File: config.mk
export PLATFORM = sky130hd
export DESIGN_NAME = demux_1to8_stream
export DESIGN_NICKNAME = d
export VERILOG_FILES = /design/src/rtl/demux_pkg.sv /design/src/rtl/demux_out_slot.sv /design/src/rtl/demux_1to8_stream.sv
export SDC_FILE = /design/constraint.sdc
export NUM_CORES = 1
export LEC_CHECK = 0
export ABC_CLOCK_PERIOD_IN_PS = 4400
export CAP_MARGIN = 20
export CELL_PAD_IN_SITES_DETAIL_PLACEMENT = 0
export CELL_PAD_IN_SITES_GLOBAL_PLACEMENT = 1
export CORE_MARGIN = 2
export CORE_UTILIZATION = 30
export DETAILED_ROUTE_END_ITERATION = 10
export GPL_ROUTABILITY_DRIVEN = 1
export GPL_TIMING_DRIVEN = 0
export PLACE_DENSITY_LB_ADDON = 0.1
export SETUP_SLACK_MARGIN = 0.4
export SLEW_MARGIN = 15
export SYNTH_ARGS = -nofsm -noshare
export SYNTH_HDL_FRONTEND = slang
export SYNTH_SLANG_ARGS = --single-unit
File: constraint.sdc
create_clock -name clk -period 4.4 [get_ports clk]
set_input_delay 0.66 -clock clk [delete_from_list [all_inputs] [get_ports clk]]
set_output_delay 0.66 -clock clk [all_outputs]
set_load 0.005 [all_outputs]
File: src/rtl/demux_pkg.sv
// Shared constants and FSM state type for the 1-to-8 stream demultiplexer.
// The optional per-channel beat counters are enabled by the DEMUX_BEAT_CNT_EN macro.
package demux_pkg;

  localparam int unsigned N_CH       = 8;
  localparam int unsigned SEL_W      = 3;
  localparam int unsigned DATA_W_DEF = 8;
  localparam int unsigned CNT_W_DEF  = 16;

  typedef enum logic {
    IDLE  = 1'b0,
    ROUTE = 1'b1
  } state_e;

endpackage

File: src/rtl/demux_out_slot.sv
// One-entry output holding register for a single demux channel.
// The optional accepted-beat counter is built only when DEMUX_BEAT_CNT_EN is defined.
module demux_out_slot #(
  parameter int unsigned DATA_W = 8,
  parameter int unsigned CNT_W  = 16
) (
  input  logic              clk,
  input  logic              rst_n,
  input  logic              wr_en,
  input  logic [DATA_W-1:0] wr_data,
  input  logic              wr_last,
  output logic              free_c,
  output logic [DATA_W-1:0] out_data,
  output logic              out_last,
  output logic              out_valid,
  input  logic              out_ready,
  output logic [CNT_W-1:0]  beat_cnt
);

  // Slot can take a new beat when empty or when it drains on this edge.
  assign free_c = !out_valid || out_ready;

  // A write wins over a drain, so a simultaneous drain and fill stays valid.
  always_ff @(posedge clk) begin
    if (!rst_n) begin
      out_valid <= 1'b0;
      out_data  <= '0;
      out_last  <= 1'b0;
    end else if (wr_en) begin
      out_valid <= 1'b1;
      out_data  <= wr_data;
      out_last  <= wr_last;
    end else if (out_ready) begin
      out_valid <= 1'b0;
    end
  end

`ifdef DEMUX_BEAT_CNT_EN
  logic [CNT_W-1:0] cnt_q;

  always_ff @(posedge clk) begin
    if (!rst_n) begin
      cnt_q <= '0;
    end else if (out_valid && out_ready) begin
      cnt_q <= cnt_q + CNT_W'(1);
    end
  end

  assign beat_cnt = cnt_q;
`else
  assign beat_cnt = '0;
`endif

endmodule

File: src/rtl/demux_1to8_stream.sv
// Registered 1-to-8 packet stream demultiplexer with per-channel holding slots.
// Per-channel beat counters are built when DEMUX_BEAT_CNT_EN is defined.
module demux_1to8_stream
  import demux_pkg::*;
#(
  parameter int unsigned DATA_W = DATA_W_DEF,
  parameter int unsigned CNT_W  = CNT_W_DEF
) (
  input  logic                   clk,
  input  logic                   rst_n,
  input  logic [DATA_W-1:0]      in_data,
  input  logic [SEL_W-1:0]       in_sel,
  input  logic                   in_last,
  input  logic                   in_valid,
  output logic                   in_ready,
  output logic [N_CH*DATA_W-1:0] out_data,
  output logic [N_CH-1:0]        out_last,
  output logic [N_CH-1:0]        out_valid,
  input  logic [N_CH-1:0]        out_ready,
  output logic [N_CH*CNT_W-1:0]  beat_cnt
);

  state_e           state_q;
  state_e           state_d;
  logic [SEL_W-1:0] cur_sel_q;
  logic [SEL_W-1:0] cur_sel_d;
  logic [SEL_W-1:0] tgt_sel_c;
  logic             xfer_c;
  logic [N_CH-1:0]  wr_en_c;
  logic [N_CH-1:0]  slot_free_c;

  always_ff @(posedge clk) begin
    if (!rst_n) begin
      state_q   <= IDLE;
      cur_sel_q <= '0;
    end else begin
      state_q   <= state_d;
      cur_sel_q <= cur_sel_d;
    end
  end

  // Route select, input handshake, write decode and packet framing.
  always_comb begin
    state_d   = state_q;
    cur_sel_d = cur_sel_q;
    wr_en_c   = '0;
    tgt_sel_c = (state_q == IDLE) ? in_sel : cur_sel_q;
    in_ready  = rst_n && slot_free_c[tgt_sel_c];
    xfer_c    = in_valid && in_ready;

    if (xfer_c) begin
      wr_en_c[tgt_sel_c] = 1'b1;
    end

    case (state_q)
      IDLE: begin
        if (xfer_c) begin
          cur_sel_d = in_sel;
          if (!in_last) begin
            state_d = ROUTE;
          end
        end
      end
      ROUTE: begin
        if (xfer_c && in_last) begin
          state_d = IDLE;
        end
      end
      default: state_d = IDLE;
    endcase
  end

  for (genvar k = 0; k < N_CH; k++) begin : g_slot
    demux_out_slot #(
      .DATA_W (DATA_W),
      .CNT_W  (CNT_W)
    ) u_slot (
      .clk       (clk),
      .rst_n     (rst_n),
      .wr_en     (wr_en_c[k]),
      .wr_data   (in_data),
      .wr_last   (in_last),
      .free_c    (slot_free_c[k]),
      .out_data  (out_data[k*DATA_W +: DATA_W]),
      .out_last  (out_last[k]),
      .out_valid (out_valid[k]),
      .out_ready (out_ready[k]),
      .beat_cnt  (beat_cnt[k*CNT_W +: CNT_W])
    );
  end

endmodule

==> impl_metrics.ini <==
[outcome]
status = complete, no violations

[global_route]
grt_pass1_wl_um = 18710
track_usage_pct = 15.06
overflow = 0
grt_max_degree = 15
grt_pass1_vias = 3274
antenna_found_initial = 0

[clock_tree]
tritoncts = done
post_cts_buffers = 0
post_cts_resized = 0
cts_buffers = 9
ctsRootBufferMaster = clkbuf_16
ctsHoldBuffers = 0
clock-sinks = 84
insertion_delay_ns = 0.33
clk_pin_slew_worst_paths_ns = 0.06
ctsHtreeMaxLevel = 3
clockBufferDepth = 2

[synthesis]
synth_ff_type = dfxtp_1
synth_top_cell_by_area = dfxtp_1
syn_avg_cell_area_um2 = 9.031
synth_edf_count = 0
synth_common_cells = buf_4 (144), dfxtp_1 (84), nand2_1 (71), mux2i_1 (61), a21oi_1 (26)
async_flop_share_pct = 0
ys_ff_latch = 84
synth_cells = 500
yosysMostFrequentCell = buf_4
yosysSeqAreaShare_pct = 37.24
synth_top_cell_area_share_pct = 37.24
synth_area_leaders = dfxtp_1 (37%), buf_4 (24%), mux2i_1 (14%)
yosysWarnings = 0
synth_cell_type_count = 40
syn_area_um2 = 4516

[critical_path]
critPathLaunch = in_sel[0]
critical_path_class = primary input to output pin
crit_path_end_kind = output pin
critPathLaunchType = primary input
ff2ff_path_depth = 7
crit_fanout = 5
endpoint = in_ready
required_ns = 3.74
rrSetupSlack_ns = 2.10
r2r-end = g_slot[6].u_slot.out_last
cp.arrival_ns = 3.20

[power]
p_comb_share_pct = 15.1
p_switching_uw = 463.7
p_sw_share_pct = 24.63
power_density_nw_per_um2 = 286.9
pwr-share-clk_pct = 43.2
power_frac_seq_pct = 41.7
p_int_mw = 1.419
irDropWorstVdd_mv = 0.2126
p_leak_nw = 3.269

[floorplanning]
num_rows = 44
pin_count = 232
core_um2 = 14640
dieArea_um2 = 16050
fp.dieH_um = 126.7
initial_core_util_pct = 30.84
die_w_um = 126.7

[placement]
portBuffers = 102
hpwl_um = 9380
placed_cells = 913
routabilityCongestion = 0.8314

[route]
first_pass_iters = 4
ant_nets = 0
wl_per_cell_um = 13.45
drt_iter0_markers = 180
vias = 3652
vias_per_cell = 3.931
remaining_drc_errors = 0
drt-total-wl_um = 12490

[cells_and_area]
area_delta_synth_final_pct = 45.30
layout-drive-gt1-share_pct = 24.70
antennaDiodeCount = 0
nets = 763
fill_cells = 1441
instances_no_fill = 929

[sta]
relSlewSlack_pct = 41.08
tightest_slew_ns = 0.8763
fin_hold_ws_ns = 0.4624
rsz0062_at_grt = no
fin_worst_skew_ns = 0.006311
setup_viol = 0
final_period_minus_worst_setup_slack_ns = 3.857
hold_violations = 0
fmax_mhz = 259.3
tns_ns = 0
period_share_pct = 87.65
slew_violations = 0

[flow_run]
maxCapViolations = 0

[min_path]
hold_path_class = flop to flop
[critical path, cell delays in order]
cell             delay (ns)
clkdlybuf4s50_1        0.51
mux2_2                 0.36
o211ai_1               0.10
o311ai_0               0.25
nand2b_1               0.22
a2111oi_1              0.50
clkdlybuf4s50_1        0.61
[cells by family (layout without fill, tap and decap cells)]
kind of cell	Yosys count	in the layout	share of synthesized area, %
AO/OA/AOI/OAI	57	57	8.008
buffers and inverters	171	289	27.40
flip-flops	84	84	37.24
multiplexers	63	63	14.10
other	1	128	0.08305
AND/OR/NAND/NOR	124	124	13.16
[flip-flops by register name (all words and copies together), names as in the netlist, named ones only]
name,flops
g_slot.u_slot.out_data,64
g_slot.u_slot.out_last,8
g_slot.u_slot.out_valid,8
cur_sel_q,3
[cell type report]
class | instances | area, um2 | area share [%]
Multi-Input combinational cell | 372 | 2074 | 31.62
Sequential cell | 84 | 1682 | 25.63
Buffer | 167 | 1222 | 18.63
Timing Repair Buffer | 102 | 1021 | 15.56
Tap cell | 184 | 230.2 | 3.509
Clock buffer | 9 | 225.2 | 3.432
Clock inverter | 7 | 91.34 | 1.392
Inverter | 4 | 15.01 | 0.2288
[layer usage]
metal / vias to the layer above / wire [um] / GRT usage (%)
li1: 1870 / - / -
met5: - / 0 / 0
met2: 152 / 5977 / 25.28
met4: 0 / 150 / 4.654
met3: 10 / 854 / 3.205
met1: 1620 / 5511 / 19.46
[worst min-delay path by stage]
stage                                   end  depth (start not counted)                    startpoint
6_report       g_slot[5].u_slot.out_data[1]                          2  g_slot[5].u_slot.out_data[1]
5_1_grt        g_slot[1].u_slot.out_data[4]                          2  g_slot[1].u_slot.out_data[4]
3_3_place_gp   g_slot[5].u_slot.out_data[6]                          2  g_slot[5].u_slot.out_data[6]
2_1_floorplan     g_slot[1].u_slot.out_last                          2     g_slot[1].u_slot.out_last
3_5_place_dp   g_slot[7].u_slot.out_data[3]                          2  g_slot[7].u_slot.out_data[3]
4_1_cts        g_slot[5].u_slot.out_data[5]                          2  g_slot[5].u_slot.out_data[5]
[power groups by stage]
stage / combinational, mW / sequential (mW) / clock, mW
floorplan: 0.196 / 0.801 / 0
global placement: 0.277 / 0.802 / 0
detailed placement: 0.278 / 0.802 / 0
CTS: 0.279 / 0.785 / 0.832
global route: 0.311 / 0.786 / 0.866
finish: 0.284 / 0.785 / 0.813
[placed cells by master (no fill, tap or decap), types with 2 or more instances in the layout]
master,instances
buf_4,144
conb_1,128
clkdlybuf4s50_1,102
dfxtp_1,84
nand2_1,71
mux2i_1,61
a21oi_1,26
nand3_1,21
o21ai_0,18
clkbuf_1,11
clkbuf_16,9
nand2b_1,7
nor2_1,6
buf_6,5
nand3b_1,5
buf_2,5
inv_1,3
nand3_2,3
clkinv_2,3
nor3b_1,2
nor2b_1,2
o211ai_1,2
bufinv_16,2
[stage by stage]
step	utilization, %	total power, mW	cell area [um2]	worst slack [ns]
after floorplan	-	0.9971	4992	1.970
after global placement	42.64	1.079	6243	0.4521
after detailed placement	42.64	1.080	6243	0.4937
after CTS	44.80	1.897	6560	0.4739
after global routing	44.81	1.963	6561	0.4278
final	44.81	1.883	6561	0.5433
Note: power is estimated with default switching activity, not from simulation.
